## config.mk

```make
export PLATFORM = sky130hd
export DESIGN_NAME = mem_access_unit
export DESIGN_NICKNAME = d
export VERILOG_FILES = /design/src/rtl/mem_access_unit.sv
export SDC_FILE = /design/constraint.sdc
export NUM_CORES = 1
export LEC_CHECK = 0
export ABC_AREA = 0
export BUFFER_PORTS_ARGS = -buffer_cell sky130_fd_sc_hd__buf_2
export CAP_MARGIN = 20
export CORE_UTILIZATION = 39
export CTS_CLUSTER_DIAMETER = 80
export CTS_CLUSTER_SIZE = 8
export DETAILED_ROUTE_END_ITERATION = 10
export PLACE_DENSITY = 0.7
export SYNTH_ARGS = -nofsm -noshare
export SYNTH_HDL_FRONTEND = slang
export SYNTH_SLANG_ARGS = --single-unit
```

## constraint.sdc

```tcl
create_clock -name clk -period 2.8 [get_ports clk]
set_clock_uncertainty 0.2 [all_clocks]
set_input_delay 0.14 -clock clk [delete_from_list [all_inputs] [get_ports clk]]
set_output_delay 0.14 -clock clk [all_outputs]
set_load 0.03 [all_outputs]
```

## src/rtl/mem_access_unit.sv

```systemverilog
// MEM-stage load/store unit: issues one data-memory bus transaction per load/store,
// formats load data, stalls the pipeline while busy and reports access faults.
module mem_access_unit #(
  parameter int TIMEOUT   = 255,
  parameter int CNT_WIDTH = 8
) (
  input  logic        clk,
  input  logic        reset,
  input  logic [31:0] ALUResultM,
  input  logic [31:0] WriteDataM,
  input  logic [2:0]  Funct3M,
  input  logic        MemReadM,
  input  logic        MemWriteM,
  output logic [31:0] ReadDataM,
  output logic        StallM,
  output logic        MemFaultM,
  output logic [1:0]  FaultCauseM,
  output logic        dmem_req,
  output logic        dmem_we,
  output logic [31:0] dmem_addr,
  output logic [31:0] dmem_wdata,
  output logic [3:0]  dmem_be,
  input  logic [31:0] dmem_rdata,
  input  logic        dmem_ack
);

  typedef enum logic [1:0] {
    IDLE = 2'b00,
    BUSY = 2'b01,
    DONE = 2'b10
  } state_t;

  localparam logic [CNT_WIDTH-1:0] CNT_LAST = CNT_WIDTH'(TIMEOUT - 1);

  state_t               state;
  state_t               next_state;
  logic [CNT_WIDTH-1:0] cnt;
  logic                 lat_load;
  logic [2:0]           lat_f3;
  logic [1:0]           lat_off;
  logic                 tmo_flag;

  logic                 access;
  logic                 is_load;
  logic                 legal_f3;
  logic                 misaligned;
  logic                 issue;
  logic                 timeout_hit;
  logic [3:0]           req_be;
  logic [31:0]          req_wdata;

  function automatic logic [31:0] format_load(input logic [2:0]  f3,
                                              input logic [1:0]  off,
                                              input logic [31:0] data);
    logic [7:0]  b;
    logic [15:0] h;
    logic [31:0] r;
    case (off)
      2'd0:    b = data[7:0];
      2'd1:    b = data[15:8];
      2'd2:    b = data[23:16];
      2'd3:    b = data[31:24];
      default: b = data[7:0];
    endcase
    h = off[1] ? data[31:16] : data[15:0];
    case (f3)
      3'b000:  r = {{24{b[7]}}, b};
      3'b001:  r = {{16{h[15]}}, h};
      3'b100:  r = {24'h000000, b};
      3'b101:  r = {16'h0000, h};
      default: r = data;
    endcase
    return r;
  endfunction

  // Access decode: legality, alignment and store lane placement.
  always_comb begin
    access     = MemReadM | MemWriteM;
    is_load    = MemReadM;
    legal_f3   = 1'b0;
    misaligned = 1'b0;
    req_be     = 4'b1111;
    req_wdata  = WriteDataM;
    case (Funct3M)
      3'b000, 3'b001, 3'b010: legal_f3 = 1'b1;
      3'b100, 3'b101:         legal_f3 = is_load;
      default:                legal_f3 = 1'b0;
    endcase
    case (Funct3M[1:0])
      2'b01:   misaligned = ALUResultM[0];
      2'b10:   misaligned = |ALUResultM[1:0];
      default: misaligned = 1'b0;
    endcase
    if (is_load) begin
      req_be    = 4'b1111;
      req_wdata = WriteDataM;
    end else begin
      case (Funct3M[1:0])
        2'b00: begin
          req_be    = 4'b0001 << ALUResultM[1:0];
          req_wdata = {4{WriteDataM[7:0]}};
        end
        2'b01: begin
          req_be    = ALUResultM[1] ? 4'b1100 : 4'b0011;
          req_wdata = {2{WriteDataM[15:0]}};
        end
        default: begin
          req_be    = 4'b1111;
          req_wdata = WriteDataM;
        end
      endcase
    end
  end

  // Next-state logic plus combinational stall and fault outputs.
  always_comb begin
    next_state  = state;
    StallM      = 1'b0;
    MemFaultM   = 1'b0;
    FaultCauseM = 2'b00;
    issue       = 1'b0;
    timeout_hit = 1'b0;
    if (reset) begin
      next_state = IDLE;
    end else begin
      case (state)
        IDLE: begin
          if (!access) begin
            next_state = IDLE;
          end else if (!legal_f3) begin
            MemFaultM   = 1'b1;
            FaultCauseM = 2'b10;
          end else if (misaligned) begin
            MemFaultM   = 1'b1;
            FaultCauseM = 2'b01;
          end else begin
            StallM     = 1'b1;
            issue      = 1'b1;
            next_state = BUSY;
          end
        end
        BUSY: begin
          StallM = 1'b1;
          if (dmem_ack) begin
            next_state = DONE;
          end else if (cnt == CNT_LAST) begin
            timeout_hit = 1'b1;
            next_state  = DONE;
          end else begin
            next_state = BUSY;
          end
        end
        DONE: begin
          next_state = IDLE;
          if (tmo_flag) begin
            MemFaultM   = 1'b1;
            FaultCauseM = 2'b11;
          end else begin
            MemFaultM   = 1'b0;
          end
        end
        default: next_state = IDLE;
      endcase
    end
  end

  // State register.
  always_ff @(posedge clk) begin
    if (reset) begin
      state <= IDLE;
    end else begin
      state <= next_state;
    end
  end

  // Bus request, latched transaction attributes, timeout counter and load result.
  always_ff @(posedge clk) begin
    if (reset) begin
      dmem_req   <= 1'b0;
      dmem_we    <= 1'b0;
      dmem_addr  <= 32'h0000_0000;
      dmem_wdata <= 32'h0000_0000;
      dmem_be    <= 4'b0000;
      ReadDataM  <= 32'h0000_0000;
      cnt        <= '0;
      lat_load   <= 1'b0;
      lat_f3     <= 3'b000;
      lat_off    <= 2'b00;
      tmo_flag   <= 1'b0;
    end else begin
      tmo_flag <= timeout_hit;
      if (issue) begin
        dmem_req   <= 1'b1;
        dmem_we    <= ~is_load;
        dmem_addr  <= {ALUResultM[31:2], 2'b00};
        dmem_wdata <= req_wdata;
        dmem_be    <= req_be;
        lat_load   <= is_load;
        lat_f3     <= Funct3M;
        lat_off    <= ALUResultM[1:0];
        cnt        <= '0;
      end else if (state == BUSY) begin
        if (dmem_ack) begin
          dmem_req <= 1'b0;
          if (lat_load) begin
            ReadDataM <= format_load(lat_f3, lat_off, dmem_rdata);
          end
        end else if (timeout_hit) begin
          dmem_req <= 1'b0;
        end else begin
          cnt <= cnt + CNT_WIDTH'(1);
        end
      end
    end
  end

endmodule

```

## Word level (Yosys, flattened, before mapping)

Index checks and enable logic that the tools add are counted.
W data, S select, Z words.

| word-level totals | value |
|---|---|
| register bits after elaboration | 117 |
| input bits | 104 |
| word-level logic and storage cells | 94 |

| operators by class | value |
|---|---|
| bitwise operators | 5 |
| shift operators | 1 |
| equality and inequality tests | 17 |
| add/subtract/negate cells | 1 |
| reductions and logical operators | 15 |
| mux-type cells | 43 |

Operator list:

| cell | number |
|---|---|
| $pmux W32 S4 | 1 |
| $pmux W32 S2 | 1 |
| $mux W32 | 1 |
| $pmux W8 S4 | 1 |
| $mux W1 | 20 |
| $mux W2 | 9 |
| $mux W16 | 1 |
| $eq A3 B3 Y1 const B | 4 |
| $add A8 B1 Y8 const B | 1 |
| $eq A2 B2 Y1 const B | 4 |
| $eq A8 B8 Y1 const B | 1 |
| $mux W4 | 2 |
| $pmux W1 S2 | 4 |
| $pmux W2 S2 | 2 |
| $pmux W4 S2 | 1 |
| $eq A2 B1 Y1 const B | 3 |
| $eq A3 B1 Y1 const B | 2 |
| $logic_not A2 Y1 | 3 |
| $logic_not A3 Y1 | 2 |
| $ne A3 B3 Y1 const B | 2 |
| $reduce_or A2 Y1 | 3 |
| $not A1 Y1 | 4 |
| $reduce_and A2 Y1 | 2 |
| $reduce_and A4 Y1 | 1 |
| other kinds (7) | 7 |

## Logic depth before layout (Yosys ltp)

Gate-level depths: netlist of run 1.

| depth | value |
|---|---|
| depth after elaboration | 9 |
| gate-level depth with buffers | 9 |
| mapped depth without buffers | 6 |

## Worst setup path after synthesis of run 1

Ideal clock, no wire load.

| path | value |
|---|---|
| path kind | input port to output port |
| start | in Funct3M[1] |
| end | out StallM |
| arrival | 1741 ps |
| path buffers | 2 |
| slack | 719 ps |
| cell stages on the path | 8 |
| path through | inv_1 > ha_1 > o21a_1 > o21a_1 > or4_1 > buf_2 > buf_6 > nand2_1 |

| between the ends | value |
|---|---|
| cells in the longest elaborated chain, start to end | 7 |
| elaborated cells between the ends (all ways) | 16 |

RTL lines:

| element | line | source |
|---|---|---|
| start: declaration | 11 | `input logic [2:0] Funct3M,` |
| $eq A3 B1 Y1, or another cell as far along | 84 | `case (Funct3M)` |
| $reduce_or A3 Y1, or another cell as far along | 84 |  |
| $pmux W1 S2 / $mux W1 (equally long branches) | 84, 133 |  |
| $mux W1 (*) | 130 | `end else if (!legal_f3) begin` |
| $mux W1 (*) | 128 | `if (!access) begin` |
| $pmux W1 S2 (*) | 126 | `case (state)` |
| $mux W1 (*) | 123 | `if (reset) begin` |
| end: declaration | 15 | `output logic StallM,` |

Every way passes the cells marked *; elsewhere a longest branch is shown, timed or not.

## Final worst setup path of run 1

| path | value |
|---|---|
| start | in MemReadM |
| end | reg dmem_wdata[19] |

| between the ends | value |
|---|---|
| cells in the longest elaborated chain, start to end | 5 |
| elaborated cells between the ends (all ways) | 7 |

RTL lines:

| element | line | source |
|---|---|---|
| start: declaration | 12 | `input logic MemReadM,` |
| $pmux W1 S2 | 84 |  |
| $mux W1 | 130 |  |
| $mux W1 | 128 |  |
| $mux W1 | 126 |  |
| $mux W1 | 123 |  |
| end signal: assignment | 196 | `dmem_wdata <= req_wdata;` |
| end: declaration | 21 | `output logic [31:0] dmem_wdata,` |

Several ways; a longest one is shown, not always the timed one.
A chain may end at the register's enable or synchronous reset.

==> results.yml, run 1 <==
layout:
  num-nets-final: 1056
  area_growth_pct: 57.37
  final_area_um2: 8859
  n_antenna_cell: 0
  layout_common_cells: "buf_2, dlygate4sd3_1, dfxtp_1, a21oi_1, o31ai_1"
  final_util: 0.6333
  layout_commonest_cell: "buf_2"
  drive_above_1_share: 0.3188
clock_tree:
  clkLatencyLatePin_ps: 410
  clk_pin_slew_worst_paths_ps: 60
  cts.sinks: 117
  clock-root-buffer: "clkbuf_16"
  cts_tree: "built"
  clockBufferDepth: 2
  htreeDepth: 4
  numCtsBuffers: 17
die:
  die-area_um2: 14920
  fp.dieH_um: 122.1
  die_w_um: 122.1
  core_um2: 13990
  row_count: 43
  start_util: 0.4024
  ios: 210
place:
  port-buffer-count: 207
  placed_cell_area_um2: 6765
  dp_hpwl_um: 12020
  place.gp.congestion: 0.8615
  pre_cts_slack_ps: 542.8
synthesis:
  synth_warnings: 0
  synthArstFlopShare: 0
  synth_area_leader_cell: "dfxtp_1"
  synth_cell_types: 54
  synth_top_cell_area_share: 0.4161
  ys_top_cells_by_area: "dfxtp_1, o31ai_1, a21oi_1"
  syn_area_per_cell_um2: 8.851
  syn_area_um2: 5629
  synthCells: 636
  synth_ff_type: "dfxtp_1"
  synth_seq_cells: 117
  synth-edff-count: 0
  ys_seq_area_frac: 0.4161
pwr:
  leakage_nw: 3.779
  power_frac_comb: 0.201
  p_int_w: 0.003911
  power_switching_w: 0.001505
  powerDensity_nw_per_um2: 611.4
  p_sw_frac: 0.2779
  peakVddDrop_mv: 0.4303
  clockPowerShare: 0.463
  power_frac_seq: 0.335
routing:
  drt_pass1_iterations: 6
  viasPerCell: 5.725
  ant_nets: 0
  drc: 0
  vias: 6527
  drt_iter0_drc: 704
  wl_per_cell_um: 18.06
  wirelength_um: 20580
outcome:
  status: "completed"
timing:
  fin_setup_tns_ps: 0
  finalCritPeriodShare: 0.9465
  layout_setup_ws_ps: 149.7
  maxSlewHeadroom: 0.5485
  worstMarginPinSlew_ps: 677.2
  max_freq_mhz: 377.3
  setup_violations: 0
  maxSlewViolCount: 0
  rsz0062_at_grt: "no"
  hold_viol: 0
  layout_min_cycle_time_ps: 2650
worst_setup_path:
  reg2reg_from: "state[0]$_SDFFE_PP0P_"
  crit_fanout: 17
  crit_arrival_ps: 2750
  worstRegToRegCells: 6
  end_kind: "register"
  cp.required_ps: 2900
  critPathKind: "in -> reg"
  cp_num_buf_inv: 5
  cp_cell_sequence: "dlygate4sd3_1 -> buf_2 -> nor2b_2 -> a21o_2 -> buf_4 -> nor3_2 -> buf_4 -> a311oi_1 -> dlygate4sd3_1"
  cp_top_family: "buffers and inverters"
  cp-start-kind: "primary input"
  slowest_stage: "dlygate4sd3_1"
  r2r_end: "dmem_wdata[19]$_SDFFE_PP0P_"
  reg2reg_slack_ps: 280
  cpPeakStageDelay_ps: 610
hold_path:
  hold_class: "in -> reg"
  hp-start: "Funct3M[1]"
  hold_end: "lat_f3[2]$_SDFFE_PP0P_"
  min_path_cells: 4
global_routing:
  grt_max_degree: 57
  grt_first_pass_wirelength_um: 32060
  overflow: 0
  grt_pass1_vias: 6394
  grt.total_usage: 0.2772
  antenna_found_initial: 0
flow_run:
  maxCapViolations: 0
[flip-flops by register name, indices dropped and copies added, names as in the netlist]
signal	cells
tmo_flag	1
lat_f3	3
dmem_we	1
dmem_wdata	32
cnt	8
lat_load	1
lat_off	2
dmem_be	4
state	2
dmem_addr	30
dmem_req	1
ReadDataM	32
[power by group through the flow]
stage | registers (W) | logic [W] | clock network [W]
2_1_floorplan | 0.00199 | 0.000440 | 0
3_3_place_gp | 0.00185 | 0.000882 | 0
6_report | 0.00182 | 0.00109 | 0.00251
3_5_place_dp | 0.00185 | 0.000890 | 0
5_1_grt | 0.00182 | 0.00116 | 0.00262
4_1_cts | 0.00181 | 0.00105 | 0.00254
[synthesized netlist by cell type (5+ instances only)]
master       n
a211oi_1    34
a31oi_1     18
buf_2       12
clkbuf_1    48
a211oi_2    11
nor2_1      43
buf_4        5
nand4_1     46
o21ai_0     10
and2_1       5
mux2i_1     12
nand3b_1     8
nand2_1     37
o2bb2ai_2    8
dfxtp_1    117
a21oi_1     72
o2bb2ai_1    6
a22oi_1      8
mux2_2      10
buf_1        8
o31ai_1     49
inv_1        6
o21ai_1      5
ha_1         5
[worst max-delay path by stage]
stage / startpoint / end / slack, ps / cells past startpoint
2_1_floorplan: Funct3M[1] / StallM / 720 / 8
3_3_place_gp: Funct3M[1] / dmem_wdata[19]$_SDFFE_PP0P_ / 570 / 9
3_5_place_dp: Funct3M[1] / dmem_wdata[23]$_SDFFE_PP0P_ / 540 / 9
4_1_cts: MemReadM / dmem_wdata[23]$_SDFFE_PP0P_ / 60 / 8
5_1_grt: MemReadM / dmem_wdata[19]$_SDFFE_PP0P_ / 80 / 9
6_report: MemReadM / dmem_wdata[19]$_SDFFE_PP0P_ / 150 / 9
[cell families after synthesis]
kind of cell	count (synthesis)	share of synthesized area
compound gates	241	0.3063
xor+xnor	1	0.001556
fa+ha+maj	5	0.01111
buf+inv	81	0.06268
flops	117	0.4161
mux	24	0.04734
other cells	1	0.0006662
simple gates	166	0.1543
[worst register-to-register path, cell delays in order, from the launching register on]
cell and delay, ps:
dfxtp_1 390, nor2_1 260, o21a_2 210, buf_4 310
a31oi_1 150, a311oi_1 320, dlygate4sd3_1 610
[through the flow]
| stage | cells | total power [W] | hold WS [ps] |
|---|---|---|---|
| after floorplan | 637 | 0.002434 | 18.51 |
| after global routing | 1140 | 0.005606 | 20.37 |
| after detailed placement | 968 | 0.002737 | 202.4 |
| after CTS | 1137 | 0.005404 | 115.5 |
| after global placement | 968 | 0.002730 | 196.0 |
| final | 1140 | 0.005416 | 3.306 |
[repair_timing]
item | in CTS | in global routing
hold buffers | 137 | 0
setup endpoints to repair | 0 | 22
hold endpoints to repair | 109 | 0
gates resized for setup | 0 | 3
buffers inserted | 0 | 3
[routing by layer]
| layer | wire, µm | vias up | GRT usage |
|---|---|---|---|
| li1 | - | 3032 | - |
| met1 | 8154 | 3074 | 0.3214 |
| met2 | 10000 | 343 | 0.4594 |
| met3 | 1576 | 78 | 0.07210 |
| met4 | 850 | 0 | 0.1623 |
| met5 | 0 | - | 0 |
[final cells by class]
| cell class | instances | area [µm²] |
|---|---|---|
| Clock buffer | 19 | 452.9 |
| Clock inverter | 13 | 226.5 |
| Fill cell | 1124 | 5130 |
| Inverter | 6 | 22.52 |
| Multi-Input combinational cell | 439 | 2973 |
| Sequential cell | 117 | 2342 |
| Tap cell | 180 | 225.2 |
| Timing Repair Buffer | 366 | 2616 |
(Power assumes the default switching activity.)
==> run 2: changes to the inputs <==
--- a/config.mk
+++ b/config.mk
@@ -5,13 +5,14 @@
 export SDC_FILE = /design/constraint.sdc
 export NUM_CORES = 1
 export LEC_CHECK = 0
-export ABC_AREA = 0
+export ABC_AREA = 1
 export BUFFER_PORTS_ARGS = -buffer_cell sky130_fd_sc_hd__buf_2
 export CAP_MARGIN = 20
 export CORE_UTILIZATION = 39
 export CTS_CLUSTER_DIAMETER = 80
 export CTS_CLUSTER_SIZE = 8
 export DETAILED_ROUTE_END_ITERATION = 10
+export GPL_TIMING_DRIVEN = 0
 export PLACE_DENSITY = 0.7
 export SYNTH_ARGS = -nofsm -noshare
 export SYNTH_HDL_FRONTEND = slang
==> results.yml, run 2 <==
routing:
  drt_pass1_iterations: 6
  ant_nets: 0
  drc: 0
  wirelength_um: 18910
  wl_per_cell_um: 13.83
  drt_iter0_drc: 598
  vias: 6819
  viasPerCell: 4.988
worst_setup_path:
  r2r_end: "dmem_wdata[26]$_SDFFE_PP0P_"
  crit_arrival_ps: 2320
  reg2reg_slack_ps: 570
  cp-start-kind: "primary input"
  crit_fanout: 10
  reg2reg_from: "state[1]$_SDFFE_PP0P_"
  endpoint: "StallM"
  cp.required_ps: 2460
  worstRegToRegCells: 9
  critPathKind: "in -> out"
  end_kind: "output port"
  setup.worst_path.start: "Funct3M[1]"
timing:
  worstMarginPinSlew_ps: 621.8
  fin_setup_tns_ps: 0
  layout_min_cycle_time_ps: 2663
  setup_violations: 0
  max_freq_mhz: 375.5
  holdWs_ps: 78.51
  hold_viol: 0
  finalCritPeriodShare: 0.9510
  maxSlewViolCount: 0
  rsz0062_at_grt: "no"
  maxSlewHeadroom: 0.5839
place:
  place.gp.congestion: 0.9434
  placed_cell_area_um2: 6789
  dp_hpwl_um: 12780
  port-buffer-count: 207
flow_run:
  maxCapViolations: 0
layout:
  final_area_um2: 8418
  layout_common_cells: "nand2_1, buf_2, dfxtp_1, dlygate4sd3_1, a21oi_1"
  drive_above_1_share: 0.2386
  num-nets-final: 1282
  nFillCells: 1243
  area_growth_pct: 52.39
  layout_commonest_cell: "nand2_1"
  largestRegisters: "ReadDataM (32), dmem_wdata (32), dmem_addr (30)"
clock_tree:
  cts.sinks: 117
  clockBufferDepth: 2
  numCtsBuffers: 17
  clk_pin_slew_worst_paths_ps: 60
  hold_buffers: 102
  post_cts_buffers: 0
  clock-root-buffer: "clkbuf_16"
  htreeDepth: 4
  clkLatencyLatePin_ps: 420
  cts_tree: "built"
  cts_resized: 0
pwr:
  power_switching_w: 0.001460
  powerDensity_nw_per_um2: 592.0
  power_frac_comb: 0.196
  power_frac_seq: 0.363
  p_sw_frac: 0.2931
  peakVddDrop_mv: 0.3665
  clockPowerShare: 0.441
  p_int_w: 0.003523
  leakage_nw: 4.305
  total_power_w: 0.004983
synthesis:
  synthAdderAreaFrac: 0.01133
  synth_area_leader_cell: "dfxtp_1"
  synth_top_family_by_area: "simple AND/OR/NAND/NOR gates"
  synth-edff-count: 0
  ys_top_cells_by_area: "dfxtp_1, nand2_1, a21oi_1"
  synth_seq_cells: 117
  syn_area_per_cell_um2: 6.545
  synthMuxAreaShare: 0
  synthCells: 844
  synth-simple-area-share: 0.3391
  synth.most_common_cell: "nand2_1"
  synth_compound_area_frac: 0.1368
  synth_top_cell_area_share: 0.4240
  synth_cell_types: 31
  syn_area_um2: 5524
  synth_ff_type: "dfxtp_1"
  ys_seq_area_frac: 0.4240
  synth_xor_area_frac: 0.001586
  synthArstFlopShare: 0
  synth_common_cells: "nand2_1, dfxtp_1, a21oi_1, nor2_1, inv_1"
  synth_warnings: 0
global_routing:
  grt_pass1_vias: 6166
  grt_max_degree: 17
  overflow: 0
  antenna_found_initial: 0
  grt.total_usage: 0.2563
  grt_first_pass_wirelength_um: 29380
die:
  die_w_um: 121.0
  fp.dieH_um: 121.0
  start_util: 0.3995
  ios: 210
  core_um2: 13830
  die-area_um2: 14640
  row_count: 43
outcome:
  status: "completed"
hold_path:
  hold_class: "in -> reg"
-- run 2: layout make-up --
class	instances	area (µm²)	area share
Multi-Input combinational cell	617	2708	0.3216
Sequential cell	117	2342	0.2782
Timing Repair Buffer	309	2057	0.2444
Clock buffer	22	484.2	0.05752
Inverter	65	244.0	0.02898
Buffer	46	234.0	0.02779
Tap cell	180	225.2	0.02675
Clock inverter	10	121.4	0.01442
Antenna cell	1	2.502	0.0002973
-- run 2: cells by family after synthesis --
kind of cell | after synthesis
buffers and inverters | 111
AOI/OAI and AO/OA | 147
other | 1
xor gates and xnor gates | 1
adders and majority gates | 5
and+or+nand+nor | 462
DFF | 117
-- run 2: power groups by stage --
stage / logic (W) / registers [W] / clock network [W]
global route: 0.00106 / 0.00182 / 0.00231
CTS: 0.000954 / 0.00181 / 0.00223
detailed placement: 0.000837 / 0.00184 / 0
finish: 0.000976 / 0.00181 / 0.00220
global placement: 0.000834 / 0.00184 / 0
floorplan: 0.000384 / 0.00200 / 0
-- run 2: per-stage QoR --
step	std cells	worst slack [ps]	utilization
2_1_floorplan	845	1173	-
3_3_place_gp	1232	727.6	0.4910
3_5_place_dp	1232	746.6	0.4910
4_1_cts	1366	166.5	0.6086
5_1_grt	1366	22.61	0.6086
6_report	1367	137.2	0.6088
-- run 2: worst min-delay path by stage --
| stage | from | end | cells past startpoint |
|---|---|---|---|
| 2_1_floorplan | dmem_ack | state[0]$_SDFFE_PP0P_ | 1 |
| 3_3_place_gp | ALUResultM[26] | dmem_addr[26]$_SDFFE_PP0P_ | 3 |
| 3_5_place_dp | ALUResultM[25] | dmem_addr[25]$_SDFFE_PP0P_ | 3 |
| 4_1_cts | MemReadM | dmem_we$_SDFFE_PP0P_ | 3 |
| 5_1_grt | MemReadM | dmem_we$_SDFFE_PP0P_ | 3 |
| 6_report | MemReadM | dmem_we$_SDFFE_PP0P_ | 3 |
-- run 2: worst max-delay path: stages --
cell and delay [ps]:
dlygate4sd3_1 560, buf_2 150, inv_1 130, ha_1 250
inv_1 60, nor2_2 50, nand2_1 100, nand4_2 270
buf_2 310, nand2_1 100, buf_2 200
-- run 2: routing by layer --
| metal | wire (µm) | track usage |
|---|---|---|
| met1 | 7842 | 0.3017 |
| met2 | 8759 | 0.4246 |
| met3 | 1469 | 0.06109 |
| met4 | 836 | 0.1474 |
| met5 | 0 | 0 |
